`config.mk`:
```
export PLATFORM = sky130hd
export DESIGN_NAME = hcsr04_echo_emulator
export DESIGN_NICKNAME = d
export VERILOG_FILES = /design/src/rtl/hcsr04_pkg.sv /design/src/rtl/hcsr04_us_tick.sv /design/src/rtl/hcsr04_echo_emulator.sv
export SDC_FILE = /design/constraint.sdc
export NUM_CORES = 1
export LEC_CHECK = 0
export CAP_MARGIN = 20
export CORE_UTILIZATION = 33
export DETAILED_ROUTE_END_ITERATION = 10
export PLACE_DENSITY = 0.55
export SYNTH_ARGS = -nofsm -noshare
export SYNTH_HDL_FRONTEND = slang
export SYNTH_SLANG_ARGS = --single-unit
```
`constraint.sdc`:
```
create_clock -name clk -period 13.71 [get_ports clk]
set_input_delay 2.742 -clock clk [delete_from_list [all_inputs] [get_ports clk]]
set_output_delay 2.742 -clock clk [all_outputs]
set_load 0.02 [all_outputs]
```
`src/rtl/hcsr04_pkg.sv`:
```
// HC-SR04 echo emulator shared definitions.
// State encoding, range constants and width helper.
package hcsr04_pkg;

  localparam int DIST_W = 9;
  localparam int US_W   = 16;

  localparam logic [US_W-1:0]   US_PER_CM = 16'd58;
  localparam logic [DIST_W-1:0] MIN_CM    = 9'd2;
  localparam logic [DIST_W-1:0] MAX_CM    = 9'd400;

  typedef enum logic [2:0] {
    IDLE,
    TRIG_HI,
    BURST,
    ECHO_HI,
    HOLDOFF
  } state_t;

  // Echo width in microseconds for a latched distance.
  // 9-bit x 58 peaks at 23200, so 16 bits never truncate.
  function automatic logic [US_W-1:0] echo_width_us(
    input logic [DIST_W-1:0] cm,
    input logic [US_W-1:0]   timeout_us
  );
    logic [US_W-1:0] w;
    if (cm == '0 || cm > MAX_CM)
      w = timeout_us;
    else if (cm < MIN_CM)
      w = US_W'(MIN_CM) * US_PER_CM;
    else
      w = US_W'(cm) * US_PER_CM;
    return w;
  endfunction

endpackage

```
`src/rtl/hcsr04_us_tick.sv`:
```
// Restartable 1 us tick prescaler.
// restart marks the first cycle of a new state.
module hcsr04_us_tick
  import hcsr04_pkg::*;
#(
  parameter int CLK_PER_US = 100
) (
  input  logic clk,
  input  logic reset,
  input  logic restart,
  output logic tick
);

  localparam int PW =
    (CLK_PER_US > 1) ? $clog2(CLK_PER_US) : 1;
  localparam logic [PW-1:0] LAST = PW'(CLK_PER_US - 1);

  logic [PW-1:0] count;
  logic [PW-1:0] count_eff;

  // A restart cycle counts as phase zero.
  assign count_eff = restart ? '0 : count;
  assign tick      = (count_eff == LAST);

  // Free-running phase counter, wrapping on each tick.
  always_ff @(posedge clk) begin
    if (!reset)
      count <= '0;
    else if (tick)
      count <= '0;
    else
      count <= count_eff + PW'(1);
  end

endmodule

```
`src/rtl/hcsr04_echo_emulator.sv`:
```
// HC-SR04 ultrasonic sensor echo emulator.
// Trigger qualify, burst delay, echo pulse, holdoff.
module hcsr04_echo_emulator
  import hcsr04_pkg::*;
#(
  parameter int CLK_FREQ_HZ = 100_000_000,
  parameter int MIN_TRIG_US = 10,
  parameter int BURST_US    = 200,
  parameter int TIMEOUT_US  = 38000,
  parameter int HOLDOFF_US  = 1000
) (
  input  logic              clk,
  input  logic              reset,
  input  logic              trigger,
  input  logic [DIST_W-1:0] distance_cm,
  output logic              echo,
  output logic              busy,
  output logic              trig_err
);

  localparam int CLK_PER_US = CLK_FREQ_HZ / 1_000_000;
  localparam int TRIG_CYC   = MIN_TRIG_US * CLK_PER_US;
  localparam int CW         = $clog2(TRIG_CYC + 1);

  localparam logic [CW-1:0] TRIG_MAX  = CW'(TRIG_CYC);
  // The rise cycle itself is high but not counted.
  localparam logic [CW-1:0] TRIG_QUAL = CW'(TRIG_CYC - 1);

  localparam logic [US_W-1:0] BURST_LAST =
    US_W'(BURST_US - 1);
  localparam logic [US_W-1:0] HOLD_LAST =
    US_W'(HOLDOFF_US - 1);
  localparam logic [US_W-1:0] TIMEOUT =
    US_W'(TIMEOUT_US);

  state_t            state;
  logic              trig_r;
  logic [CW-1:0]     trig_cnt;
  logic [US_W-1:0]   us_cnt;
  logic [DIST_W-1:0] dist_q;
  logic              restart;
  logic              tick;
  logic [US_W-1:0]   echo_last;

  assign echo_last =
    echo_width_us(dist_q, TIMEOUT) - US_W'(1);

  hcsr04_us_tick #(
    .CLK_PER_US(CLK_PER_US)
  ) u_tick (
    .clk    (clk),
    .reset  (reset),
    .restart(restart),
    .tick   (tick)
  );

  // Measurement FSM with registered outputs.
  always_ff @(posedge clk) begin
    if (!reset) begin
      state    <= IDLE;
      echo     <= 1'b0;
      busy     <= 1'b0;
      trig_err <= 1'b0;
      trig_r   <= 1'b0;
      trig_cnt <= '0;
      us_cnt   <= '0;
      dist_q   <= '0;
      restart  <= 1'b0;
    end else begin
      trig_r   <= trigger;
      trig_err <= 1'b0;
      restart  <= 1'b0;
      unique case (state)
        IDLE: begin
          if (trigger && !trig_r) begin
            state    <= TRIG_HI;
            trig_cnt <= '0;
            busy     <= 1'b1;
            restart  <= 1'b1;
          end
        end
        TRIG_HI: begin
          if (trigger) begin
            if (trig_cnt != TRIG_MAX)
              trig_cnt <= trig_cnt + CW'(1);
          end else if (trig_cnt >= TRIG_QUAL) begin
            dist_q  <= distance_cm;
            state   <= BURST;
            us_cnt  <= '0;
            restart <= 1'b1;
          end else begin
            trig_err <= 1'b1;
            state    <= IDLE;
            busy     <= 1'b0;
            restart  <= 1'b1;
          end
        end
        BURST: begin
          if (tick) begin
            if (us_cnt == BURST_LAST) begin
              state   <= ECHO_HI;
              echo    <= 1'b1;
              us_cnt  <= '0;
              restart <= 1'b1;
            end else begin
              us_cnt <= us_cnt + US_W'(1);
            end
          end
        end
        ECHO_HI: begin
          if (tick) begin
            if (us_cnt == echo_last) begin
              state   <= HOLDOFF;
              echo    <= 1'b0;
              us_cnt  <= '0;
              restart <= 1'b1;
            end else begin
              us_cnt <= us_cnt + US_W'(1);
            end
          end
        end
        HOLDOFF: begin
          if (tick) begin
            if (us_cnt == HOLD_LAST) begin
              state   <= IDLE;
              busy    <= 1'b0;
              us_cnt  <= '0;
              restart <= 1'b1;
            end else begin
              us_cnt <= us_cnt + US_W'(1);
            end
          end
        end
        default: begin
          state <= IDLE;
          echo  <= 1'b0;
          busy  <= 1'b0;
        end
      endcase
    end
  end

endmodule

```
==> impl_metrics.ini, run 1 <==
[setup_path]
timing.critical_path.max_delay_family = adder cells
r2r_start = dist_q[5]
critical_path_class = flop to flop
rrSetupSlack_ns = 8.28
path_cells = inv_1, fa_1, inv_1, ha_1, fa_1, ha_1, a21oi_1, o31ai_2, a221oi_2, mux2i_1, xor2_1, a41o_1, nand4_1, and4bb_1, nand3_2, a41oi_1, o221ai_2
worst-path-stages = 17
setup.worst_path.end = us_cnt[6]
cp_num_buf_inv = 2
critical-path-slowest-cell = fa_1
slowest_delay_ns = 0.52
critical_path.max_fanout = 13
data_required_time_at_the_worst_endpoint_ns = 13.89
r2r_path_end = us_cnt[6]
critical_path.startpoint = dist_q[5]
critPathCaptureType = flop
worst_setup_path_start_kind = flop
worstRegToRegCells = 17
worstPathArrival_ns = 5.61

[grt]
antenna_violations_before_repair = 0
grt_first_pass_wirelength_um = 21400
grt-ovfl-total = 0
gr-usage-all-layers_pct = 16.7
via_count_of_the_first_global_routing_pass = 4282
grt_max_degree = 19

[job]
cap_violations = 0

[floorplan]
effective_utilization_at_floorplan_pct = 33.9
design.die.area_mm2 = 0.0155
dieHeight_um = 124
io_pins = 15
die_width_um = 124
core.rowCount = 44
coreArea_mm2 = 0.0146

[synth]
synth_cells = 611
synthesis.area_mm2 = 0.00494
syn-num-nets = 681
syn_avg_cell_area_um2 = 8.09
netlist.area_leader.share_pct = 20.2
ys_ff_latch = 50
synth.area.top_cells = dfxtp_1 20%, ha_1 11%, fa_1 5.3%
synth.cells.most_frequent = 62 x nor2_1, 53 x nand2_1, 50 x dfxtp_1, 45 x ha_1, 36 x inv_1
synth_seq_area_share_pct = 20.2
postSynth.asyncResetShare_pct = 0
count_of_flip_flops_with_a_built_in_enable_after_synthesis = 0
ys.flop_type = dfxtp_1
yosys.cell_count.top_type = nor2_1
yosys_warnings = 0
yosysTopAreaCell = dfxtp_1
synth_cell_types = 84

[route]
wl_met1_um = 5680
post_drt_via_cell_ratio = 5.61
route.met3.wl_um = 442
drtIter0Drc = 328
met2WireLength_um = 6310
postRouteAntennaNets = 0
drt_wl_total_um = 12700
drt_pre_antenna_iters = 4
maxUsedRoutingLayer = met4
remaining_drc_errors = 0
dr_total_vias = 4413
avgRoutedWirePerCell_um = 16.2

[run_status]
outcome = complete, no violations

[timing]
setup_viol = 0
setup-tns-final_ns = 0
grt_setup_unrepaired = no
layout_worst_path_cycle_share_pct = 39.6
min_period_ns = 5.43
maxClockFrequency_mhz = 184
timing.final.max_slew_violations = 0
report.final.hold_viol_count = 0
timing.clock.skew_ns = 0.0110
worst_slew_pin_tran_ns = 1.03
timing.slew.headroom_pct = 31.2

[hold_path]
kind_of_path_behind_the_tightest_hold_check = flop to flop
hold-path-cell-count = 2

[clock_tree]
root_cell_of_the_clock_tree = clkbuf_16
tritoncts = done
htree_num_levels = 2
cts.clk_slew.worst_paths_ns = 0.08
clock_sink_count = 50
number_of_buffers_inserted_for_hold_repair_after_clock_tree_synthesis = 0
post_cts.repair.setup_buffers = 0
clock_tree.buffer_depth = 2
tritoncts.num_buffers = 5
post_cts_resized = 0
clk-insertion-delay-late_ns = 0.31

[placement]
place_area_mm2 = 0.00518
port_buffers = 14
gp_congestion = 0.869
post-dp-hpwl_um = 9730

[final_layout]
post_route_cells_drive_above_1_share_pct = 5.97
area_delta_synth_final_pct = 8.30
fin_area_mm2 = 0.00536
antennaDiodeCount = 0
nNetsFinal = 672

[power_and_ir_drop]
p_per_area_mw_per_mm2 = 62.4
total_leakage_power_nw = 2.28
worst_ir_drop_vdd_uv = 42.6
## routing by layer
| metal | track usage (%) | up-vias |
|---|---|---|
| met3 | 2.75 | 21 |
| met4 | 5.32 | 0 |
| met2 | 29.0 | 90 |
| li1 | - | 2167 |
| met1 | 20.9 | 2135 |
| met5 | 0 | - |
## tightest hold or removal path, cell delays in order, from the launching register on
cell and delay, ns:
dfxtp_1 0.32, o21ai_0 0.07, a21oi_1 0.06
## per-stage QoR
step / power, W / utilization, % / instances / setup WS, ns / hold slack (ns)
global placement: 0.000182 / 35.5 / 779 / 8.39 / 0.482
floorplan: 0.000173 / - / 611 / 8.97 / 0.472
detailed placement: 0.000183 / 35.5 / 779 / 8.30 / 0.488
CTS: 0.000339 / 36.7 / 787 / 8.29 / 0.497
global route: 0.000348 / 36.7 / 787 / 7.84 / 0.530
finish: 0.000334 / 36.7 / 787 / 8.28 / 0.488
## how the worst min path moves through the flow
stage | start | end | slack (ns)
after floorplan | trig_cnt[9] | trig_cnt[9] | 0.47
after global placement | busy | busy | 0.48
after detailed placement | busy | busy | 0.49
after CTS | busy | busy | 0.50
after global routing | busy | busy | 0.53
final | busy | busy | 0.49
## cell type report
type / count / area, µm²
Clock buffer: 5 / 125
Fill cell: 1488 / 9230
Tap cell: 184 / 230
Clock inverter: 3 / 48.8
Timing Repair Buffer: 14 / 140
Inverter: 39 / 146
Multi-Input combinational cell: 492 / 3660
Sequential cell: 50 / 1000
## state kept, by name (all words and copies together) (netlist names)
signal        count
us_cnt           16
state             3
trig_r            1
dist_q            9
busy              1
trig_err          1
u_tick.count      7
restart           1
echo              1
trig_cnt         10
## cell families after synthesis
group | Yosys count | synth area share (%)
muxes | 16 | 3.24
AOI/OAI and AO/OA | 120 | 18.4
and+or+nand+nor | 256 | 27.7
xor gates and xnor gates | 42 | 8.02
buffers and inverters | 69 | 5.67
adders and majority gates | 58 | 16.6
DFF | 50 | 20.2
## report_power, final
part | internal (W) | switching [W]
clock network | 0.0000877 | 0.0000671
registers | 0.000149 | 0.00000485
logic | 0.0000117 | 0.0000142
total | 0.000248 | 0.0000861
## placed cells by master (no fill, tap or decap), drive strengths merged, types with 6 or more instances in the layout
master | netlist | routed
ha | 45 | 45
nor4 | 12 | 12
nor2b | 8 | 8
a31oi | 6 | 6
clkdlybuf4s50 | 0 | 14
and3 | 21 | 21
xor2 | 23 | 23
dfxtp | 50 | 50
fa | 13 | 13
xnor2 | 17 | 17
and2 | 9 | 9
o211ai | 8 | 8
nand3 | 25 | 25
a211oi | 7 | 7
or3 | 7 | 7
inv | 37 | 38
a221oi | 8 | 8
nor2 | 63 | 63
mux2i | 16 | 16
nand4 | 15 | 15
o21ai | 30 | 30
nor3 | 16 | 16
a21oi | 19 | 19
nand2 | 53 | 53
Note: power is estimated with default switching activity, not from simulation.
==> run 2: changes to the inputs <==
Settings changed: PLACE_DENSITY 0.55 to 0.57.
Clock period 13.71 ns to 4.4 ns, I/O delays scaled along.
==> impl_metrics.ini, run 2 (synthesis gave the netlist of run 1 again) <==
[hold_path]
kind_of_path_behind_the_tightest_hold_check = flop to flop

[floorplan]
core.rowCount = 44
dieHeight_um = 124
design.die.area_mm2 = 0.0155
io_pins = 15
effective_utilization_at_floorplan_pct = 33.9
die_width_um = 124
coreArea_mm2 = 0.0146

[clock_tree]
clock_sink_count = 50
htree_num_levels = 2
cts.clk_slew.worst_paths_ns = 0.08
number_of_buffers_inserted_for_hold_repair_after_clock_tree_synthesis = 0
tritoncts = done
clock_tree.buffer_depth = 2
clk-insertion-delay-late_ns = 0.31
root_cell_of_the_clock_tree = clkbuf_16
tritoncts.num_buffers = 5

[placement]
port_buffers = 14
post-place-cells = 838
gp_congestion = 0.875
post-dp-hpwl_um = 10500
place_area_mm2 = 0.00578

[setup_path]
critical_path_class = flop to flop
path_cells = inv_4, fa_1, inv_2, ha_4, fa_1, ha_4, inv_2, or3_4, a2111oi_4, buf_4, a311oi_2, a211oi_2, buf_4, xnor2_2, nor2b_4, nand3_4, buf_4, a221oi_2, a21oi_1
data_required_time_at_the_worst_endpoint_ns = 4.59
critical-path-slowest-cell = fa_1
crit_path_frequent_cell = buf_4
slowest_delay_ns = 0.55
cp_num_buf_inv = 6
critPathCaptureType = flop
worstPathArrival_ns = 4.86
timing.critical_path.max_delay_family = adder cells
worst_setup_path_start_kind = flop
critical_path.max_fanout = 7

[final_layout]
final_common_cell = buf_4
reg.largest.list = us_cnt x16, trig_cnt x10, dist_q x9
area_delta_synth_final_pct = 31.7
post_layout_nonfiller_instances = 866
top_register = us_cnt
fin_area_mm2 = 0.00651
layout.cells.most_common_list = 73 x buf_4, 61 x nor2_1, 53 x nand2_1, 42 x dfxtp_1, 33 x ha_1
final_core_util_pct = 44.6
nNetsFinal = 751
max_reg_flops = 16
antennaDiodeCount = 0
post_route_cells_drive_above_1_share_pct = 28.6

[grt]
via_count_of_the_first_global_routing_pass = 4684
antenna_violations_before_repair = 0
gr-usage-all-layers_pct = 18.1
grt-ovfl-total = 0
grt_first_pass_wirelength_um = 23100
grt_max_degree = 19

[timing]
setup_viol = 21
min_period_ns = 4.67
postLayoutSetupSlackWorst_ns = -0.268
timing.clock.skew_ns = 0.00879
layout_worst_path_cycle_share_pct = 106
grt_setup_unrepaired = yes
timing.slew.headroom_pct = 27.2
setup-tns-final_ns = -4.32
timing.final.max_slew_violations = 0
worst_slew_pin_tran_ns = 1.09
report.final.hold_viol_count = 0
maxClockFrequency_mhz = 214

[route]
avgRoutedWirePerCell_um = 16.2
drtIter0Drc = 312
remaining_drc_errors = 0
drt_pre_antenna_iters = 4
post_drt_via_cell_ratio = 5.49
postRouteAntennaNets = 0
dr_total_vias = 4752
drt_wl_total_um = 14100

[power_and_ir_drop]
worst_ir_drop_vdd_uv = 152
total_leakage_power_nw = 2.71
p_per_area_mw_per_mm2 = 152
p_total_w = 0.000987

[run_status]
outcome = finished with violations
violations_in_the_final_reports = setup timing

[job]
cap_violations = 0
## run 2: cell types whose count changed in the layout (fill, tap and decap cells not counted), sizes merged
cell and delta:
nand3 +1, clkinvlp -1, inv +1, bufinv -1, buf +76, nor2 +1, a31oi +1, clkinv +1
## run 2: layout make-up
class	count	area, µm²
Clock inverter	3	28.8
Fill cell	1411	8080
Inverter	39	159
Sequential cell	50	1020
Timing Repair Buffer	90	731
Tap cell	184	230
Clock buffer	5	125
Multi-Input combinational cell	495	4220
## run 2: power by group
part	internal (W)	switching, W
sequential	0.000461	0.0000153
clock	0.000219	0.000207
combinational	0.0000389	0.0000459
total	0.000719	0.000268
## run 2: final timing paths
path              cells after the start  slack (ns)       from         end
setup / recovery                     19       -0.27  dist_q[2]  us_cnt[10]
hold / removal                        2        0.50       busy        busy
setup reg to reg                     19       -0.27  dist_q[2]  us_cnt[10]
hold reg to reg                       2        0.50       busy        busy
## run 2: routing by layer
layer  vias up  track usage [%]  wire length, µm
met5         -                0                0
met4         0             5.95              225
met3        20             2.88              489
met2        90             31.7             7090
met1      2302             22.5             6260
li1       2340                -                -
## run 2: worst min-delay path: cells and delay by family (launching register included)
kind	cells	cell delay, ns
compound gates	2	0.13
flops	1	0.32
## run 2: what timing repair did
item / 4_1_cts / 5_1_grt
gates resized for setup: 45 / 26
cloned: 3 / 0
buffers inserted: 9 / 7
pin swaps: 32 / 28
endpoints found under the setup margin: 21 / 21
## run 2: through the flow
stage	hold WS (ns)	worst slack, ns
finish	0.497	-0.268
global route	0.545	-0.421
CTS	0.496	-0.276
detailed placement	0.484	-0.539
global placement	0.486	-0.479
floorplan	0.472	-0.0199
==> run 3: changes to the inputs <==
Settings changed: PLACE_DENSITY 0.57 to 0.6.
==> impl_metrics.ini, run 3 (synthesis gave the netlist of run 1 again) <==
[final_layout]
post_route_cells_drive_above_1_share_pct = 24.3
area_delta_synth_final_pct = 27.3
max_reg_flops = 16
antennaDiodeCount = 0
final_core_util_pct = 43.1
fillCellCount = 1415
final_common_cell = buf_4
top_register = us_cnt
post_layout_nonfiller_instances = 855
layout.cells.most_common_list = 63 x buf_4, 61 x nor2_1, 53 x nand2_1, 42 x dfxtp_1, 36 x ha_1
nNetsFinal = 740
reg.largest.list = us_cnt x16, trig_cnt x10, dist_q x9

[setup_path]
r2r_start = dist_q[2]
worstPathArrival_ns = 4.91
r2r_path_end = state[2]
critPathCaptureType = flop
critical_path.startpoint = dist_q[2]
worst_setup_path_start_kind = flop
critical_path_class = flop to flop
rrSetupSlack_ns = -0.27
setup.worst_path.end = state[2]
data_required_time_at_the_worst_endpoint_ns = 4.64
worstRegToRegCells = 18
critical_path.max_fanout = 7

[clock_tree]
htree_num_levels = 2
root_cell_of_the_clock_tree = clkbuf_16
tritoncts = done
clock_sink_count = 50
cts.clk_slew.worst_paths_ns = 0.08
tritoncts.num_buffers = 5
clock_tree.buffer_depth = 2
clk-insertion-delay-late_ns = 0.31
number_of_buffers_inserted_for_hold_repair_after_clock_tree_synthesis = 0

[timing]
timing.final.max_slew_violations = 0
grt_setup_unrepaired = yes
timing.clock.skew_ns = 0.00931
layout_worst_path_cycle_share_pct = 106
worst_slew_pin_tran_ns = 1.08
min_period_ns = 4.67
timing.slew.headroom_pct = 28.0
report.final.hold_viol_count = 0
maxClockFrequency_mhz = 214
postLayoutSetupSlackWorst_ns = -0.274
setup_viol = 21

[placement]
post-dp-hpwl_um = 10200
post-place-cells = 836
port_buffers = 14
gp_congestion = 0.927

[route]
drtIter0Drc = 227
postRouteAntennaNets = 0
avgRoutedWirePerCell_um = 15.5
remaining_drc_errors = 0
post_drt_via_cell_ratio = 5.40
maxUsedRoutingLayer = met4
dr_total_vias = 4615
route.met3.wl_um = 335
drt_pre_antenna_iters = 4
wl_met1_um = 6060
met2WireLength_um = 6570
drt_wl_total_um = 13200

[floorplan]
core.rowCount = 44
dieHeight_um = 124
design.die.area_mm2 = 0.0155
coreArea_mm2 = 0.0146
effective_utilization_at_floorplan_pct = 33.9
die_width_um = 124
io_pins = 15

[grt]
grt_max_degree = 19
gr-usage-all-layers_pct = 17.2
antenna_violations_before_repair = 0
via_count_of_the_first_global_routing_pass = 4611
grt_first_pass_wirelength_um = 22100
grt-ovfl-total = 0

[hold_path]
kind_of_path_behind_the_tightest_hold_check = flop to flop

[job]
cap_violations = 0

[run_status]
violations_in_the_final_reports = setup timing
outcome = finished with violations

[power_and_ir_drop]
worst_ir_drop_vdd_uv = 144
p_per_area_mw_per_mm2 = 154
total_leakage_power_nw = 2.69
-- run 3: changes by cell type in the layout (fill, tap and decap cells not counted), sizes merged --
cell	change
clkinv	+1
nand3	-1
a31oi	-1
clkbuf	+2
inv	-1
buf	-11
-- run 3: worst max-delay path, cell delays in order (launching register included) --
cell	delay, ns
dfxtp_2	0.35
inv_4	0.06
fa_1	0.53
inv_1	0.06
ha_4	0.26
fa_1	0.44
ha_4	0.32
inv_2	0.05
or3_4	0.40
a2111oi_4	0.42
buf_4	0.20
a311oi_4	0.09
a211oi_2	0.32
xnor2_1	0.19
nor2b_4	0.22
nand3_4	0.12
buf_12	0.16
or3_1	0.30
a21oi_1	0.14
-- run 3: layer usage --
layer	vias to the layer above	track usage [%]
met5	-	0
met4	0	6.17
met3	24	2.92
met2	70	29.7
met1	2212	21.3
li1	2309	-
-- run 3: power breakdown --
| group | switching [W] | total, W | internal (W) |
|---|---|---|---|
| registers | 0.0000150 | 0.000476 | 0.000461 |
| logic | 0.0000436 | 0.0000819 | 0.0000383 |
| clock network | 0.000196 | 0.000414 | 0.000217 |
-- run 3: stage by stage --
step	instance area, µm²	setup TNS (ns)	hold slack (ns)	total power [W]	setup slack (ns)
2_1_floorplan	5110	-0.0703	0.472	0.000535	-0.0199
5_1_grt	6290	-8.19	0.525	0.00101	-0.451
6_report	6290	-4.36	0.478	0.000972	-0.274
4_1_cts	6020	-4.12	0.491	0.000983	-0.242
3_3_place_gp	5770	-4.62	0.480	0.000566	-0.332
3_5_place_dp	5770	-5.33	0.480	0.000568	-0.317
-- run 3: layout make-up --
type | instances | area [µm²] | area share (%)
clock buffers | 5 | 125 | 1.99
inverters | 39 | 159 | 2.53
flip-flops and latches | 50 | 1020 | 16.2
clock inverters | 3 | 28.8 | 0.457
multi-input cells | 493 | 4030 | 64.0
repair buffers | 81 | 703 | 11.2
well taps | 184 | 230 | 3.66
-- run 3: what timing repair did --
item,in CTS,in global routing
resized for setup,12,29
endpoints found under the setup margin,21,21
cloned,0,3
pin swaps,6,22
setup buffers,4,4
-- run 3: worst min path at each step --
stage | startpoint | end | slack, ns | cells after the start
final | busy | busy | 0.48 | 2
after global routing | busy | busy | 0.53 | 2
after CTS | busy | busy | 0.49 | 2
after detailed placement | busy | busy | 0.48 | 2
after global placement | busy | busy | 0.48 | 2
after floorplan | trig_cnt[9] | trig_cnt[9] | 0.47 | 2
